### src/rtl/cpu_pkg.sv
// Shared CPU types: opcodes, flag indices, issue-stage states.
// Also used by the ALU so both sides agree on opcode encoding.
package cpu_pkg;

  typedef enum logic [4:0] {
    OP_NOP  = 5'b00000,
    OP_ADD  = 5'b00010,
    OP_ADDI = 5'b00011,
    OP_SUB  = 5'b00100,
    OP_SUBI = 5'b00101,
    OP_MUL  = 5'b00110,
    OP_DIV  = 5'b01000,
    OP_AND  = 5'b01010,
    OP_ANDI = 5'b01011,
    OP_OR   = 5'b01100,
    OP_ORI  = 5'b01101,
    OP_NOT  = 5'b01110,
    OP_XOR  = 5'b10000,
    OP_XORI = 5'b10001,
    OP_BEQ  = 5'b10010,
    OP_BLT  = 5'b10011,
    OP_BGT  = 5'b10100,
    OP_BNE  = 5'b10101
  } opcode_t;

  localparam int FLAG_Z = 0;
  localparam int FLAG_N = 1;

  typedef enum logic [1:0] {
    S_IDLE = 2'd0,
    S_EXEC = 2'd1,
    S_DONE = 2'd2
  } state_t;

  typedef enum logic [1:0] {
    LAT_ONE = 2'd0,
    LAT_MUL = 2'd1,
    LAT_DIV = 2'd2
  } lat_t;

  function automatic logic [31:0] sext12(
    input logic [11:0] imm
  );
    return {{20{imm[11]}}, imm};
  endfunction

endpackage

### src/rtl/alu_issue_dec.sv
// Opcode decoder for the ALU issue stage.
// Purely combinational; branches are issued to the ALU as SUB.
module alu_issue_dec
  import cpu_pkg::*;
(
  input  logic [4:0] opcode,
  output logic [4:0] alu_op,
  output logic       use_imm,
  output logic       zero_b,
  output logic       is_branch,
  output logic       writes,
  output logic [1:0] lat_class,
  output logic       illegal
);

  always_comb begin
    alu_op    = opcode;
    use_imm   = 1'b0;
    zero_b    = 1'b0;
    is_branch = 1'b0;
    writes    = 1'b0;
    lat_class = LAT_ONE;
    illegal   = 1'b0;
    case (opcode)
      OP_NOP: ;
      OP_ADD, OP_SUB, OP_AND,
      OP_OR, OP_XOR:
        writes = 1'b1;
      OP_ADDI, OP_SUBI, OP_ANDI,
      OP_ORI, OP_XORI: begin
        writes  = 1'b1;
        use_imm = 1'b1;
      end
      OP_NOT: begin
        writes = 1'b1;
        zero_b = 1'b1;
      end
      OP_MUL: begin
        writes    = 1'b1;
        lat_class = LAT_MUL;
      end
      OP_DIV: begin
        writes    = 1'b1;
        lat_class = LAT_DIV;
      end
      OP_BEQ, OP_BLT,
      OP_BGT, OP_BNE: begin
        is_branch = 1'b1;
        alu_op    = OP_SUB;
      end
      default: begin
        illegal = 1'b1;
        alu_op  = OP_NOP;
      end
    endcase
  end

endmodule

### src/rtl/alu_issue.sv
// ALU issue/complete stage: registers operands, holds them for the
// opcode latency, captures the result and hands it to writeback.
module alu_issue
  import cpu_pkg::*;
#(
  parameter int MUL_CYCLES = 2,
  parameter int DIV_CYCLES = 8
) (
  input  logic        clk,
  input  logic        rst,
  input  logic        instr_valid,
  output logic        instr_ready,
  input  logic [31:0] instr,
  input  logic [31:0] rs1_data,
  input  logic [31:0] rs2_data,
  input  logic [31:0] pc,
  output logic [31:0] alu_a,
  output logic [31:0] alu_b,
  output logic [4:0]  alu_op,
  input  logic [31:0] alu_result,
  input  logic [1:0]  alu_flags,
  output logic        wb_valid,
  input  logic        wb_ready,
  output logic [4:0]  wb_rd,
  output logic [31:0] wb_data,
  output logic        wb_we,
  output logic        br_taken,
  output logic [31:0] br_target,
  output logic        illegal
);

  localparam int MAXC =
    (MUL_CYCLES > DIV_CYCLES) ? MUL_CYCLES : DIV_CYCLES;
  localparam int CW = $clog2(MAXC) + 1;

  state_t         state, state_nx;
  logic [CW-1:0]  cnt, lat;
  logic [4:0]     op_q;
  logic [4:0]     dec_op;
  logic           use_imm, zero_b;
  logic           is_branch, writes, dec_ill;
  logic [1:0]     lat_class;
  logic           accept, last;
  logic [31:0]    imm;
  logic           unused_fields;

  assign unused_fields = ^{instr[21:12], is_branch};

  alu_issue_dec u_dec (
    .opcode    (instr[31:27]),
    .alu_op    (dec_op),
    .use_imm   (use_imm),
    .zero_b    (zero_b),
    .is_branch (is_branch),
    .writes    (writes),
    .lat_class (lat_class),
    .illegal   (dec_ill)
  );

  assign imm         = sext12(instr[11:0]);
  assign instr_ready = (state == S_IDLE) && !rst;
  assign accept      = instr_ready && instr_valid && !dec_ill;
  assign last        = (state == S_EXEC) && (cnt == CW'(1));
  assign wb_valid    = (state == S_DONE);

  always_comb begin
    lat = CW'(1);
    case (lat_class)
      LAT_MUL: lat = CW'(MUL_CYCLES);
      LAT_DIV: lat = CW'(DIV_CYCLES);
      default: lat = CW'(1);
    endcase
  end

  always_ff @(posedge clk) begin
    if (rst) state <= S_IDLE;
    else     state <= state_nx;
  end

  always_comb begin
    state_nx = state;
    case (state)
      S_IDLE: if (accept) state_nx = S_EXEC;
      S_EXEC: if (last) state_nx = S_DONE;
      S_DONE: if (wb_ready) state_nx = S_IDLE;
      default: state_nx = S_IDLE;
    endcase
  end

  function automatic logic resolve(
    input logic [4:0] op,
    input logic [1:0] f
  );
    case (op)
      OP_BEQ:  return f[FLAG_Z];
      OP_BNE:  return !f[FLAG_Z];
      OP_BLT:  return f[FLAG_N];
      OP_BGT:  return !f[FLAG_N] && !f[FLAG_Z];
      default: return 1'b0;
    endcase
  endfunction

  always_ff @(posedge clk) begin
    if (rst) begin
      alu_a     <= '0;
      alu_b     <= '0;
      alu_op    <= '0;
      op_q      <= '0;
      cnt       <= '0;
      wb_rd     <= '0;
      wb_data   <= '0;
      wb_we     <= 1'b0;
      br_taken  <= 1'b0;
      br_target <= '0;
      illegal   <= 1'b0;
    end else begin
      illegal <= instr_ready && instr_valid && dec_ill;
      if (accept) begin
        alu_op    <= dec_op;
        alu_a     <= rs1_data;
        alu_b     <= zero_b  ? 32'd0 :
                     use_imm ? imm : rs2_data;
        op_q      <= instr[31:27];
        cnt       <= lat;
        wb_rd     <= instr[26:22];
        wb_we     <= writes && (instr[26:22] != 5'd0);
        br_taken  <= 1'b0;
        br_target <= pc + imm;
      end
      if (state == S_EXEC) begin
        cnt <= cnt - CW'(1);
        if (last) begin
          wb_data  <= alu_result;
          br_taken <= resolve(op_q, alu_flags);
        end
      end
    end
  end

endmodule

### config.mk
export PLATFORM = sky130hd
export DESIGN_NAME = alu_issue
export DESIGN_NICKNAME = d
export VERILOG_FILES = /design/src/rtl/cpu_pkg.sv /design/src/rtl/alu_issue_dec.sv /design/src/rtl/alu_issue.sv
export SDC_FILE = /design/constraint.sdc
export NUM_CORES = 1
export LEC_CHECK = 0
export CORE_UTILIZATION = 47
export CTS_BUF_LIST = sky130_fd_sc_hd__clkbuf_16
export DETAILED_ROUTE_END_ITERATION = 10
export PLACE_DENSITY = 0.93
export SETUP_SLACK_MARGIN = 0.15
export SYNTH_ARGS = -nofsm -noshare
export SYNTH_HDL_FRONTEND = slang
export SYNTH_HIERARCHICAL = 1
export SYNTH_SLANG_ARGS = --single-unit
### constraint.sdc
create_clock -name clk -period 6.2 [get_ports clk]
set_clock_uncertainty 0.15 [all_clocks]
set_input_delay 1.24 -clock clk [delete_from_list [all_inputs] [get_ports clk]]
set_output_delay 1.24 -clock clk [all_outputs]
set_load 0.02 [all_outputs]
Word-level counts from Yosys, hierarchy flattened --
Index checks and enable logic that the tools add are counted. Widths: inputs -> output; s select.
Storage, ports and cells: output and inout port bits 143, word-level logic and storage cells 83, input port bits 166, flip-flop bits (word level) 152
Cells by class: eq/ne operators 29, add/subtract/negate cells 2, muxes and demuxes 19, reductions and logical operators 21
Operator list (count):
- $mux 32 | 2
- $eq 5x5->1 const B | 10
- $add 32x32->32 | 1
- $eq 5x4->1 const B | 6
- $reduce_or 18->1 | 1
- $eq 5x3->1 const B | 3
- $reduce_or 14->1 | 1
- $reduce_or 13->1 | 1
- $eq 5x2->1 const B | 2
- $pmux 5 s2 | 1
- $mux 4 | 2
- $pmux 4 s2 | 1
- $logic_and 1x1->1 | 7
- $mux 1 | 7
- $mux 2 | 3
- $pmux 2 s3 | 1
- $logic_not 5->1 | 1
- $reduce_bool 5->1 | 1
- $reduce_or 5->1 | 1
- $eq 2x1->1 const B | 2
- $eq 2x2->1 const B | 2
- $eq 4x1->1 const B | 1
- $ne 2x2->1 const B | 2
- $pmux 1 s4 | 1
- 9 further kinds | 11

Logic depth before layout (Yosys ltp) --
depth in word-level cells 7, gate-level depth with buffers 10, gate-level depth less buffers 10

By module --
Netlist, hierarchy kept.
Modules (own cells, without submodules):
- alu_issue | cells each 948, times used 1, area an instance 7397.1 um2
- alu_issue_dec | cells each 27, times used 1, area an instance 192.7 um2

Least setup slack after synthesis --
OpenSTA, ideal clock, no wires.
path type input to register, from input port instr[0], to register br_target[30], data required time 5.963 ns, arrival 3.285 ns, setup time 0.087 ns, cell stages on the path 10, setup slack 2.677 ns, cells stage by stage ha_1 > fa_1 > a21o_1 > a221oi_2 > o21bai_1 > o21ai_1 > a211o_1 > nand3_1 > and3_1 > o31ai_1
On the way: cells in the longest elaborated chain, start to end 1
Ends and longest elaborated chain:
- start, declared | line alu_issue.sv:13 | input logic [31:0] instr,
- $add 32x32->32 | line alu_issue.sv:128 | br_target <= pc + imm;
- end signal, assigned | line alu_issue.sv:128
- end, declared | line alu_issue.sv:28 | output logic [31:0] br_target,
Every way passes these cells. A chain may end at the register's enable or synchronous reset.

Worst setup path after layout --
from input port instr[11], to register br_target[31]
The elaborated chain is that of the path after synthesis.

==> results.md <==
* Final period demand of the worst path at 4370 ps
* Worst Setup Start Kind: input port
* Die span in y at 129 um
* Arrival time of the worst setup path at 4560 ps
* Vias in the first global route at 7424
* Critical path type: in2reg
* DRT antenna net count at 0
* Count of cells resized by post-cts repair at 0
* Run status: finished clean
* Number of antenna violations at the first check in global routing at 0
* Routed vias at 7963
* Area Growth Syn to Fin at 48.3%
* Minimum setup slack among reg-to-reg paths at 3600 ps
* End point of the worst hold path: br_target[8]$_SDFFE_PP0P_
* Global-route wire length before repair at 35200 um
* Maximum clock rate at 229 MHz
* Drt via density at 5.45
* Net count, final at 1434
* Proportion of layout cells with a drive suffix above 1 at 4.50%
* Hold Path Origin: br_target[8]$_SDFFE_PP0P_
* Count of maximum capacitance violations at 0
* Launch point of the worst reg-to-reg path: state[1]$_SDFFE_PP0P_
* Die ar. at 16700 um2
* Capturing element type of the critical path: register
* Site row count at 46
* Maximum clock insertion buffer count at 2
* Worst-path maximum fanout at 22
* Pre-antenna DRT Iters at 5
* Cell Pwr Density at 240 nW/um2
* Final core utilization at 71.1%
* Mapped Avg Cell Area at 7.79 um2
* Number of nets produced by synthesis at 1176
* H-Tree Depth at 4
* Setup repair after global routing missed its margin: no
* Type of the worst min-delay path: reg2reg
* DRC Markers at 0
* Gp weighted congestion at 0.910
* Maximum ir drop on the vdd rail at 172 uV
* Root buffer cell: sky130_fd_sc_hd__clkbuf_16
* TritonCTS clock tree: built
* Clock net sink count at 152
* HPWL after detailed placement at 16700 um
* Worst skew pair latency at 430 ps
* Max-slew violation count at 0
* Post-Synthesis Cell Area at 7590 um2
* CTS Buf Count at 17
* Die X at 129 um
* Antenna Diode Count at 0
* Post-CTS clock slew at the launch and capture registers of the worst setup and hold paths at 70 ps
* Total leakage power at 4.12 nW
* Required time at the worst-slack endpoint at 6390 ps
* Reg-to-reg critical path endpoint: alu_a[19]$_SDFFE_PP0P_
* Largest net degree at the start of global routing at 104
* Hold Fails Final Rpt at 0
* Number of instances in the synthesized netlist at 974
* Worst-margin pin slew at 1120 ps
* Setup_tns at 0 ps
* Routed wire length at 23200 um
* Starting density of the core at 47.9%
* Violation count after the first detailed-routing iteration at 463
* Tightest slew margin relative to the limit at 25.6%
* Number of buffers inserted for hold repair after clock tree synthesis at 0
* Count of filler cells inserted in the layout at 1147
* Final number of setup-violating endpoints at 0
* Mean routed wirelength per cell at 15.9 um
* Core Region at 15800 um2
* Aggregate global-route resource usage at 26.9%
* Total number of yosys warnings at 6
* Number of buffer cells added on primary ports at 298
* Hold depth at 2
* Ratio of final minimum period to clock period at 70.5%
* Top-Level Pins at 309
* Worst Reg2Reg Path Length in Cells at 6
* Post-CTS Repair Setup Buffers at 0
* Remaining Overflow, GRT at 0
==> worst max-delay path by stage <==
stage                    from                         end  slack, ps  depth (start not counted)
floorplan            instr[0]  br_target[30]$_SDFFE_PP0P_       2680                         10
global placement    instr[11]  br_target[31]$_SDFFE_PP0P_       1520                         10
detailed placement  instr[11]  br_target[31]$_SDFFE_PP0P_       1440                         10
CTS                 instr[11]  br_target[31]$_SDFFE_PP0P_       1870                         10
global route        instr[11]  br_target[31]$_SDFFE_PP0P_       1590                         10
finish              instr[11]  br_target[31]$_SDFFE_PP0P_       1830                         10
==> through the flow <==
| step | area (um2) | hold slack [ps] | total power, mW | worst slack [ps] | std cells |
|---|---|---|---|---|---|
| floorplan | 7590 | 282 | 1.41 | 2680 | 974 |
| global route | 11300 | 320 | 2.81 | 1590 | 1461 |
| finish | 11300 | 302 | 2.70 | 1830 | 1461 |
| detailed placement | 10700 | 296 | 1.68 | 1440 | 1429 |
| global placement | 10700 | 287 | 1.66 | 1520 | 1429 |
| CTS | 11300 | 305 | 2.71 | 1870 | 1461 |
==> layout by cell type, fill, tap and decap left out, types with 5 or more instances in the layout <==
master / instances
sky130_fd_sc_hd__ha_1: 35
sky130_fd_sc_hd__buf_4: 9
sky130_fd_sc_hd__nor2_1: 59
sky130_fd_sc_hd__and2_1: 7
sky130_fd_sc_hd__nand4_1: 9
sky130_fd_sc_hd__a21o_1: 12
sky130_fd_sc_hd__o211ai_1: 8
sky130_fd_sc_hd__nor2b_1: 6
sky130_fd_sc_hd__inv_1: 12
sky130_fd_sc_hd__nand3b_1: 11
sky130_fd_sc_hd__nand2_1: 211
sky130_fd_sc_hd__a21oi_1: 171
sky130_fd_sc_hd__clkinv_8: 5
sky130_fd_sc_hd__clkdlybuf4s50_1: 297
sky130_fd_sc_hd__xnor2_1: 12
sky130_fd_sc_hd__mux2i_1: 14
sky130_fd_sc_hd__o21ai_0: 23
sky130_fd_sc_hd__dfxtp_1: 152
sky130_fd_sc_hd__a211oi_1: 23
sky130_fd_sc_hd__nor3_1: 16
sky130_fd_sc_hd__nand3_1: 12
sky130_fd_sc_hd__clkbuf_16: 17
sky130_fd_sc_hd__xor2_1: 12
sky130_fd_sc_hd__clkinv_4: 5
sky130_fd_sc_hd__and3_1: 9
sky130_fd_sc_hd__nand2b_1: 27
sky130_fd_sc_hd__o21bai_1: 7
==> worst max-delay path, stage by stage <==
cell	delay, ps
sky130_fd_sc_hd__clkdlybuf4s50_1	910
sky130_fd_sc_hd__ha_1	710
sky130_fd_sc_hd__and4_1	270
sky130_fd_sc_hd__nand2_1	80
sky130_fd_sc_hd__o211ai_1	250
sky130_fd_sc_hd__a31oi_1	120
sky130_fd_sc_hd__o22a_2	280
sky130_fd_sc_hd__nor4b_2	320
sky130_fd_sc_hd__o31ai_1	110
sky130_fd_sc_hd__a311oi_1	250
==> registers in the layout, summed over array words and instances (netlist names) <==
signal     cells
op_q           5
alu_b         32
cnt            4
wb_we          1
state          2
wb_rd          5
wb_data       32
br_taken       1
alu_a         32
illegal        1
br_target     32
alu_op         5
==> power breakdown <==
| part | total [mW] | internal, mW | switching [mW] |
|---|---|---|---|
| logic | 0.609 | 0.290 | 0.319 |
| clock network | 1.04 | 0.542 | 0.494 |
| registers | 1.05 | 1.03 | 0.0273 |
==> cell type report <==
cell class / instances / area [um2] / share of cell area, %
repair buffers: 306 / 3040 / 27.0
inverters: 13 / 50.0 / 0.445
clock inverters: 15 / 176 / 1.57
flip-flops and latches: 152 / 3040 / 27.0
clock buffers: 17 / 425 / 3.78
multi-input cells: 742 / 4250 / 37.7
well taps: 216 / 270 / 2.40
==> routing by layer <==
metal  part of all wire, %  up-vias  track usage (%)
met2                    50      328             48.9
met1                    38     3690             28.9
li1                      -     3890                -
met4                   3.2        0             12.5
met5                     0        -                0
met3                   8.0       55             7.51
(Power assumes the default switching activity.)
